$ cat config.mk
export PLATFORM = sky130hd
export DESIGN_NAME = phy_tx_width_gasket
export DESIGN_NICKNAME = d
export VERILOG_FILES = /design/src/rtl/phy_tx_width_gasket.sv
export SDC_FILE = /design/constraint.sdc
export NUM_CORES = 1
export LEC_CHECK = 0
export CAP_MARGIN = 25
export CORE_MARGIN = 10
export CORE_UTILIZATION = 58
export DETAILED_ROUTE_END_ITERATION = 16
export PLACE_DENSITY = 0.9
export SLEW_MARGIN = 10
export SYNTH_ARGS = -nofsm -noshare
export SYNTH_HDL_FRONTEND = slang
export SYNTH_SLANG_ARGS = --single-unit
$ cat constraint.sdc
create_clock -name Bit_Rate_CLK_10 -period 5.86 [get_ports Bit_Rate_CLK_10]
set_clock_uncertainty 0.2 [all_clocks]
set_input_delay 0.879 -clock Bit_Rate_CLK_10 [delete_from_list [all_inputs] [get_ports Bit_Rate_CLK_10]]
set_output_delay 0.879 -clock Bit_Rate_CLK_10 [all_outputs]
set_load 0.05 [all_outputs]
$ cat src/rtl/phy_tx_width_gasket.sv
// MAC-to-PHY TX width gasket: 2-entry word FIFO feeding a symbol serializer, LSB byte first.
// Optional sticky Underrun flag when GASKET_UNDERRUN_FLAG_EN is defined.
module phy_tx_width_gasket #(
  parameter int MAX_BYTES = 4,
  parameter int SYM_W     = 8
) (
  input  logic                       Bit_Rate_CLK_10,
  input  logic                       Reset,
  input  logic [5:0]                 DataBusWidth,
  input  logic [SYM_W*MAX_BYTES-1:0] MAC_TX_Data,
  input  logic [MAX_BYTES-1:0]       MAC_TX_DataK,
  input  logic                       MAC_Data_Valid,
  output logic                       MAC_Data_Ready,
  output logic [SYM_W-1:0]           TxData,
  output logic                       TxDataK,
  output logic                       TxValid
`ifdef GASKET_UNDERRUN_FLAG_EN
  ,
  output logic                       Underrun
`endif
);

  localparam int WORD_W = SYM_W * MAX_BYTES;
  localparam int IDX_W  = (MAX_BYTES > 1) ? $clog2(MAX_BYTES) : 1;

  typedef enum logic {
    ST_IDLE,
    ST_SEND
  } state_t;

  logic [WORD_W-1:0]    r_fifo_data [0:1];
  logic [MAX_BYTES-1:0] r_fifo_k    [0:1];
  logic [IDX_W-1:0]     r_fifo_last [0:1];
  logic                 r_wr_ptr;
  logic                 r_rd_ptr;
  logic [1:0]           r_count;

  state_t               r_state;
  logic [IDX_W-1:0]     r_idx;
  logic [WORD_W-1:0]    r_word;
  logic [MAX_BYTES-1:0] r_word_k;
  logic [IDX_W-1:0]     r_last;

  state_t               w_state_next;
  logic [IDX_W-1:0]     w_idx_next;
  logic                 w_push;
  logic                 w_load;
  logic                 w_emit;
  logic                 w_fifo_nonempty;
  logic [IDX_W-1:0]     w_in_last;

  assign MAC_Data_Ready  = !Reset && (r_count < 2'd2);
  assign w_push          = MAC_Data_Valid && MAC_Data_Ready;
  assign w_fifo_nonempty = (r_count != 2'd0);

  // Index of the last byte to emit; unsupported or oversized widths send byte 0 only.
  always_comb begin
    w_in_last = '0;
    if (DataBusWidth == 6'd16 && MAX_BYTES >= 2) begin
      w_in_last = IDX_W'(1);
    end else if (DataBusWidth == 6'd32 && MAX_BYTES >= 4) begin
      w_in_last = IDX_W'(3);
    end
  end

  always_ff @(posedge Bit_Rate_CLK_10) begin
    if (w_push) begin
      r_fifo_data[r_wr_ptr] <= MAC_TX_Data;
      r_fifo_k[r_wr_ptr]    <= MAC_TX_DataK;
      r_fifo_last[r_wr_ptr] <= w_in_last;
    end
  end

  always_ff @(posedge Bit_Rate_CLK_10 or posedge Reset) begin
    if (Reset) begin
      r_wr_ptr <= 1'b0;
      r_rd_ptr <= 1'b0;
      r_count  <= 2'd0;
    end else begin
      if (w_push) begin
        r_wr_ptr <= ~r_wr_ptr;
      end
      if (w_load) begin
        r_rd_ptr <= ~r_rd_ptr;
      end
      case ({w_push, w_load})
        2'b10:   r_count <= r_count + 2'd1;
        2'b01:   r_count <= r_count - 2'd1;
        default: r_count <= r_count;
      endcase
    end
  end

  always_comb begin
    w_state_next = r_state;
    w_idx_next   = r_idx;
    w_load       = 1'b0;
    w_emit       = 1'b0;
    case (r_state)
      ST_IDLE: begin
        if (w_fifo_nonempty) begin
          w_load       = 1'b1;
          w_idx_next   = '0;
          w_state_next = ST_SEND;
        end
      end
      ST_SEND: begin
        w_emit = 1'b1;
        if (r_idx != r_last) begin
          w_idx_next = r_idx + IDX_W'(1);
        end else if (w_fifo_nonempty) begin
          // Reload on the last byte so consecutive words stream without a gap.
          w_load     = 1'b1;
          w_idx_next = '0;
        end else begin
          w_idx_next   = '0;
          w_state_next = ST_IDLE;
        end
      end
      default: begin
        w_state_next = ST_IDLE;
        w_idx_next   = '0;
      end
    endcase
  end

  always_ff @(posedge Bit_Rate_CLK_10 or posedge Reset) begin
    if (Reset) begin
      r_state  <= ST_IDLE;
      r_idx    <= '0;
      r_word   <= '0;
      r_word_k <= '0;
      r_last   <= '0;
      TxData   <= '0;
      TxDataK  <= 1'b0;
      TxValid  <= 1'b0;
    end else begin
      r_state <= w_state_next;
      r_idx   <= w_idx_next;
      if (w_load) begin
        r_word   <= r_fifo_data[r_rd_ptr];
        r_word_k <= r_fifo_k[r_rd_ptr];
        r_last   <= r_fifo_last[r_rd_ptr];
      end
      TxValid <= w_emit;
      TxData  <= w_emit ? SYM_W'(r_word >> (32'(r_idx) * SYM_W)) : '0;
      TxDataK <= w_emit & 1'(r_word_k >> r_idx);
    end
  end

`ifdef GASKET_UNDERRUN_FLAG_EN
  logic r_sent;

  // Any IDLE cycle after the first emitted symbol is a starvation event.
  always_ff @(posedge Bit_Rate_CLK_10 or posedge Reset) begin
    if (Reset) begin
      r_sent   <= 1'b0;
      Underrun <= 1'b0;
    end else begin
      if (w_emit) begin
        r_sent <= 1'b1;
      end
      if (r_state == ST_IDLE && r_sent) begin
        Underrun <= 1'b1;
      end
    end
  end
`endif

endmodule

* Yosys cells after proc, flatten, opt, wreduce, memory -nomap -nowiden
Memory sizes are Yosys's and may differ from the RTL's. A register that Yosys moved wholly into a read port is not among the register bits.
Index checks and enable logic that the tools add are counted.
** Operators by class
- Shift operators :: 2
- Reduce and logical (&&, ||, !) cells :: 5
- Equality and inequality tests :: 6
- Add/subtract/negate cells :: 3
- Multiplexer cells :: 15
- Bitwise operators :: 4
- Order comparisons :: 1
** Operator list (number)
- 32-bit by 5-bit right shift with 8-bit output :: 1
- 2-bit two-way mux :: 4
- 8-bit two-way mux :: 1
- 2-bit case mux with 2 select lines :: 2
- 6-bit by 5-bit == test with 1-bit output (second input constant) :: 1
- 6-bit == test (second input constant) :: 1
- 1-bit two-way mux :: 6
- 2-bit by 1-bit adder with 2-bit output (second input constant) :: 2
- 1-bit case mux with 2 select lines :: 2
- 2-bit nonzero test :: 2
- 4-bit by 2-bit right shift with 1-bit output :: 1
- 1-bit inverter :: 3
- 2-bit by 1-bit == test with 1-bit output (second input constant) :: 1
- 2-bit == test (second input constant) :: 1
- 1-bit logical AND :: 2
- 2-bit < comparator (second input constant) :: 1
- 2-bit != test :: 1
- 2-bit != test (second input constant) :: 1
- 2-bit by 1-bit subtractor with 2-bit output (second input constant) :: 1
- 1-bit bitwise AND :: 1
- 1-bit logical NOT :: 1
** Word-level totals
- Memory bits (writable) :: 76
- Output and inout bits :: 11
- Logic and storage cells :: 47
- Bits of input ports :: 45
- Memories kept :: 3
- Flip-flop bits (word level) :: 17
** Memories
- r_fifo_data :: words 2, width 32, read ports 1, clocked after Yosys merged registers in 1, wr ports 1, RTL line 31 : logic [WORD_W-1:0] r_fifo_data [0:1];
- r_fifo_k :: words 2, width 4, read ports 1, clocked after Yosys merged registers in 1, wr ports 1, RTL line 32 : logic [MAX_BYTES-1:0] r_fifo_k [0:1];
- r_fifo_last :: words 2, width 2, read ports 1, clocked after Yosys merged registers in 1, wr ports 1, RTL line 33 : logic [IDX_W-1:0] r_fifo_last [0:1];

* Logic depth before layout (Yosys ltp)
- Word-level depth :: 6
- Gate-level depth with buffers :: 9
- Mapped depth without buffers :: 7

* Least setup slack after synthesis
Ideal clock, no wire load.
- Path kind :: input to register
- Start point :: input Reset
- End point :: memory r_fifo_data[0][0] (netlist name) (enable)
- Library setup time :: 0.433 ns
- Setup slack :: 1.755 ns
- Data required time :: 5.227 ns
- Data arrival time :: 3.472 ns
- Stages on the path :: 3
- Cells stage by stage :: nor2_1 > nand2_1 > nor2_1
** On the way
- Word-level cells in the longest chain between the ends :: 5
** Ends and longest elaborated chain
- from (decl) :: RTL line 8 : input logic Reset,
- 1-bit logical NOT (no line)
- 1-bit logical AND :: RTL line 52 : assign MAC_Data_Ready = !Reset && (r_count < 2'd2);
- 1-bit logical AND :: RTL line 53 : assign w_push = MAC_Data_Valid && MAC_Data_Ready;
- 1-bit two-way mux :: RTL line 67 : if (w_push) begin
- 1-bit two-way mux (not written as such) :: RTL line 68 : r_fifo_data[r_wr_ptr] <= MAC_TX_Data;
- to (decl) :: RTL line 31
Every way passes these cells.

* Worst setup path after layout
- Start point :: input Reset
- End point :: output MAC_Data_Ready
** On the way
- Word-level cells in the longest chain between the ends :: 2
** Ends and longest elaborated chain
- 1-bit logical NOT (no line)
- 1-bit logical AND :: RTL line 52
- to (decl) :: RTL line 13 : output logic MAC_Data_Ready,
Every way passes these cells.

==> results <==
- After floorplanning, the core was divided into 33 placement rows.
- The routed layout has approximately 3000 vias.
- The number of different library cells used by synthesis comes to 25.
- The die covers 12800 µm².
- Counting the fill cells in the layout gives 480.
- The clock-pin slew on the worst setup and hold paths is around 0.060 ns.
- The clock tree from TritonCTS is yes.
- The cell count of the worst reg-to-reg path is 6.
- The maximum clock insertion buffer count is 2.
- Routability-driven placement finished with a final weighted congestion of 0.803.
- The classification of the worst-slack hold path is flip-flop to flip-flop.
- Counting instances, the worst hold path has a depth of 1.
- Wires add up to a little over 10 mm.
- After detailed routing, the number of vias per cell comes to between 6 and 7.
- The relative area change from synthesis to final layout is 24.7%.
- The standard cell with the maximum stage delay on the critical path is clkdlybuf4s50_1.
- The number of pins exceeding their max-slew limit in the final report was 0.
- The slew at the pin with the worst max-slew slack is a little over 0.9 ns.
- The accumulated negative setup slack is 0 ns.
- The launching instance or port of the critical path is Reset.
- For this run, design rule violations remaining after detail routing come to 0.
- The number of gates resized after CTS was 0.
- Measured along the x axis, the die boundary spans about 110 µm.
- The cell area after technology mapping is 5040 µm².
- Synthesis produced about 320 cells.
- Counting the buffers created by CTS gives 17.
- In this run the power spent charging and discharging nets is 1.39 mW.
- STA classifies the critical path endpoint as a primary output.
- The number of antenna violations at the first check in global routing came to 0.
- During placement, the flow inserted port buffers numbering 55.
- The via count of the first global-routing pass was 3209.
- The internal power consumption is roughly 2.5 mW.
- IR analysis of the VDD net gives a maximum drop of 0.397 mV.
- The first global-routing pass estimated approximately 17 mm of wire.
- The sum of buffers and inverters on the critical path is 2.
- The static leakage is 2.35 nW.
- A synthesized cell averages about 16 µm².
- The number of buffers inserted to repair setup after CTS is 0.
- Traced cell by cell, the critical path runs through clkdlybuf4s50_1, nor2_1, clkdlybuf4s50_1.
- The worst slack on hold paths is 0.321 ns.
- The highest fanout seen on the critical path is 3.
- The share of total power dissipated in sequential elements is 0.378.
- The run finished with clean final reports.
- The initial utilization of the core area, before any placement, comes to 0.604.
- The area occupied by registers is roughly 3700 µm².
- The post-synthesis share of cell area spent on full adders, half adders and majority gates is 0.00248.
- The clock group share of total power is 0.276.
- In the synthesized netlist the dominant register cell turns out to be edfxtp_1.
- The post-route antenna net violation count is 0.
- At the later pin of the worst-skew pair, clock insertion delay measures 0.52 ns.
- The normalized max-slew margin is 0.389.
- The antenna diode instance count is 0.
- The die is 113 µm tall.
- The maximum frequency from static timing analysis is 293 MHz.
- The count of boundary I/O pins is 56.
- The internal reg-to-reg setup slack is 3.25 ns.
- The region available for standard cell placement spans 8340 µm².
- Setup repair after global routing left no endpoint under its margin.
- The worst hold path startpoint is r_count[1].
- Of the post-synthesis cell area, the part taken by muxes is 0.118.
- After clock tree synthesis, the flow added hold-fix buffers numbering 0.
- The switching part of the total is 0.359.
- Entering global routing, the biggest net connects 56 pins.
- The worst hold endpoint is r_count[1].
- The fraction of synthesized cell area in xor and xnor cells is 0.0139.
- The number of nets in the synthesized netlist is between 300 and 400.
- The total routing resource utilization after global routing is 0.168.
- The multi-input combinational cell area is between 1000 and 1500 µm².
- The sequential area share after synthesis is 0.726.
- Of the total synthesized cell area, the portion taken by AND, OR, NAND and NOR gates is 0.0258.
- The total of max-cap violations is 0.
- In the final routed layout, each cell accounts on average for between 20 and 25 µm.
- The post-detailed-placement half-perimeter wirelength is roughly 6.0 mm.
- In the final layout, the share of cells above drive strength 1 is 0.153.
- The number of nets in the layout is about 420.
- The number of warnings reported in the yosys synthesis log is 0.
- The cell area power density is between 600 and 700 nW/µm².
- The share of async-settable or async-resettable flops after synthesis is 0.420.
- CTS built an H-tree with a depth of 4.
- The family of cells with the greatest summed delay on the critical path is buffers and inverters.
- For this run, the share of the core covered by cells in the final layout is 0.754.
- The number of synthesized register bits is around 130.
- The share of total power dissipated in combinational logic is 0.346.
- The final critical delay including setup and external delays is roughly 3.4 ns.
- The first routing iteration left approximately 250 violations.
- The kind of critical path is input port to primary output.
- Setup violations remaining at the end of the flow were counted as 0.
- The worst setup path is launched from an input port.
- The worst register-to-register path begins at r_idx[0].
- The total number of clock tree sinks is approximately 130.
- The sum of overflow across all layers after global routing is 0.
- After synthesis, the largest family of logic cells by area is multiplexers.
- The compound-cell area share of the yosys netlist is 0.0881.
- The critical path required time is between 4 and 5 ns.
- The most common cell type on the critical path is clkdlybuf4s50_1.
- The maximum cell stage delay along the critical path is 0.84 ns.
- In this run the critical register-to-register path is captured at r_count[1].
- The synthesized design contains 76 enable-type register cells.
- The cell sitting at the root of the clock tree is a clkbuf_8.
- The critical path data arrival time is 2.33 ns.
- The first detailed-routing pass ran for 5 iterations.
- The count of endpoints failing hold in the final timing report is 0.
- The fraction of the cycle the final worst path needs is 0.582.
[Yosys cell counts, types with 3 or more instances]
master | number | area [µm²]
a21oi_1 | 67 | 335
dfrtp_1 | 55 | 1380
and2_1 | 10 | 62.6
buf_6 | 4 | 45.0
mux2i_1 | 39 | 390
xnor2_1 | 4 | 35.0
nor2_1 | 5 | 18.8
mux4_2 | 9 | 203
clkbuf_1 | 13 | 48.8
edfxtp_1 | 76 | 2280
a21oi_2 | 9 | 78.8
buf_2 | 3 | 15.0
xor2_1 | 4 | 35.0
[through the flow]
| stage | std cells | worst slack (ns) | power, mW | instance area (µm²) |
|---|---|---|---|---|
| detailed placement | 458 | 2.44 | 2.75 | 5650 |
| finish | 491 | 2.45 | 3.87 | 6290 |
| floorplan | 316 | 1.75 | 2.45 | 5040 |
| global route | 491 | 2.38 | 4.05 | 6290 |
| CTS | 490 | 2.45 | 3.87 | 6260 |
| global placement | 457 | 2.49 | 2.67 | 5630 |
[worst reg2reg max path, stage by stage, from the launching register on]
cell     delay, ns
dfrtp_1       0.80
xor2_1        0.18
o21ai_2       0.20
and2_1        0.48
ha_1          0.37
nor2_1        0.16
xor2_1        0.15
[kinds of logic (layout without fill, tap and decap cells)]
logic type,Yosys count,count (layout)
fa+ha+maj,1,1
xor+xnor,8,8
buf+inv,24,94
compound gates,81,81
simple gates,23,23
mux,48,48
flops,131,131
[power by group through the flow]
stage | logic [mW] | clock network [mW] | registers [mW]
after floorplan | 0.968 | 0 | 1.48
after global placement | 1.18 | 0 | 1.49
after CTS | 1.33 | 1.08 | 1.46
after detailed placement | 1.29 | 0 | 1.46
final | 1.34 | 1.07 | 1.46
after global routing | 1.44 | 1.12 | 1.48
[registers in the layout, indices dropped and copies added (netlist names), 2 cells and up]
register	cells
r_fifo_k	8
r_idx	2
r_fifo_last	4
r_fifo_data	64
r_word	32
r_word_k	4
r_count	2
TxData	8
r_last	2
[worst max-delay path by stage]
stage	endpoint	slack [ns]	cells past startpoint
2_1_floorplan	r_fifo_data[0][0]	1.75	3
3_3_place_gp	MAC_Data_Ready	2.49	3
3_5_place_dp	MAC_Data_Ready	2.44	3
4_1_cts	MAC_Data_Ready	2.45	3
5_1_grt	MAC_Data_Ready	2.38	3
6_report	MAC_Data_Ready	2.45	3
[metal layers]
layer | global-route usage | vias up | routed length, µm
met1 | 0.191 | 1457 | 3910
met3 | 0.0666 | 29 | 890
met4 | 0.0838 | 0 | 311
met5 | 0 | - | 0
met2 | 0.270 | 166 | 5270
li1 | - | 1298 | -
[final cells by class]
cell class              instances  area share
clock buffers                  17      0.0659
clock inverters                15      0.0303
inverters                       2     0.00119
repair buffers                 60      0.0987
well taps                     105      0.0209
flip-flops and latches        131       0.582
multi-input cells             161       0.201
[layout by cell type (no fill, tap or decap), types with 3 or more instances in the layout]
cell type        instances
edfxtp_1                76
a21oi_1                 67
clkdlybuf4s50_1         55
dfrtp_1                 54
mux2i_1                 39
clkbuf_16               16
and2_1                  10
a21oi_2                  9
mux4_2                   9
xor2_1                   4
xnor2_1                  4
nor2_1                   4
bufinv_16                4
clkinvlp_4               4
clkinv_2                 3
buf_4                    3
Power figures use the tool's default switching activity.
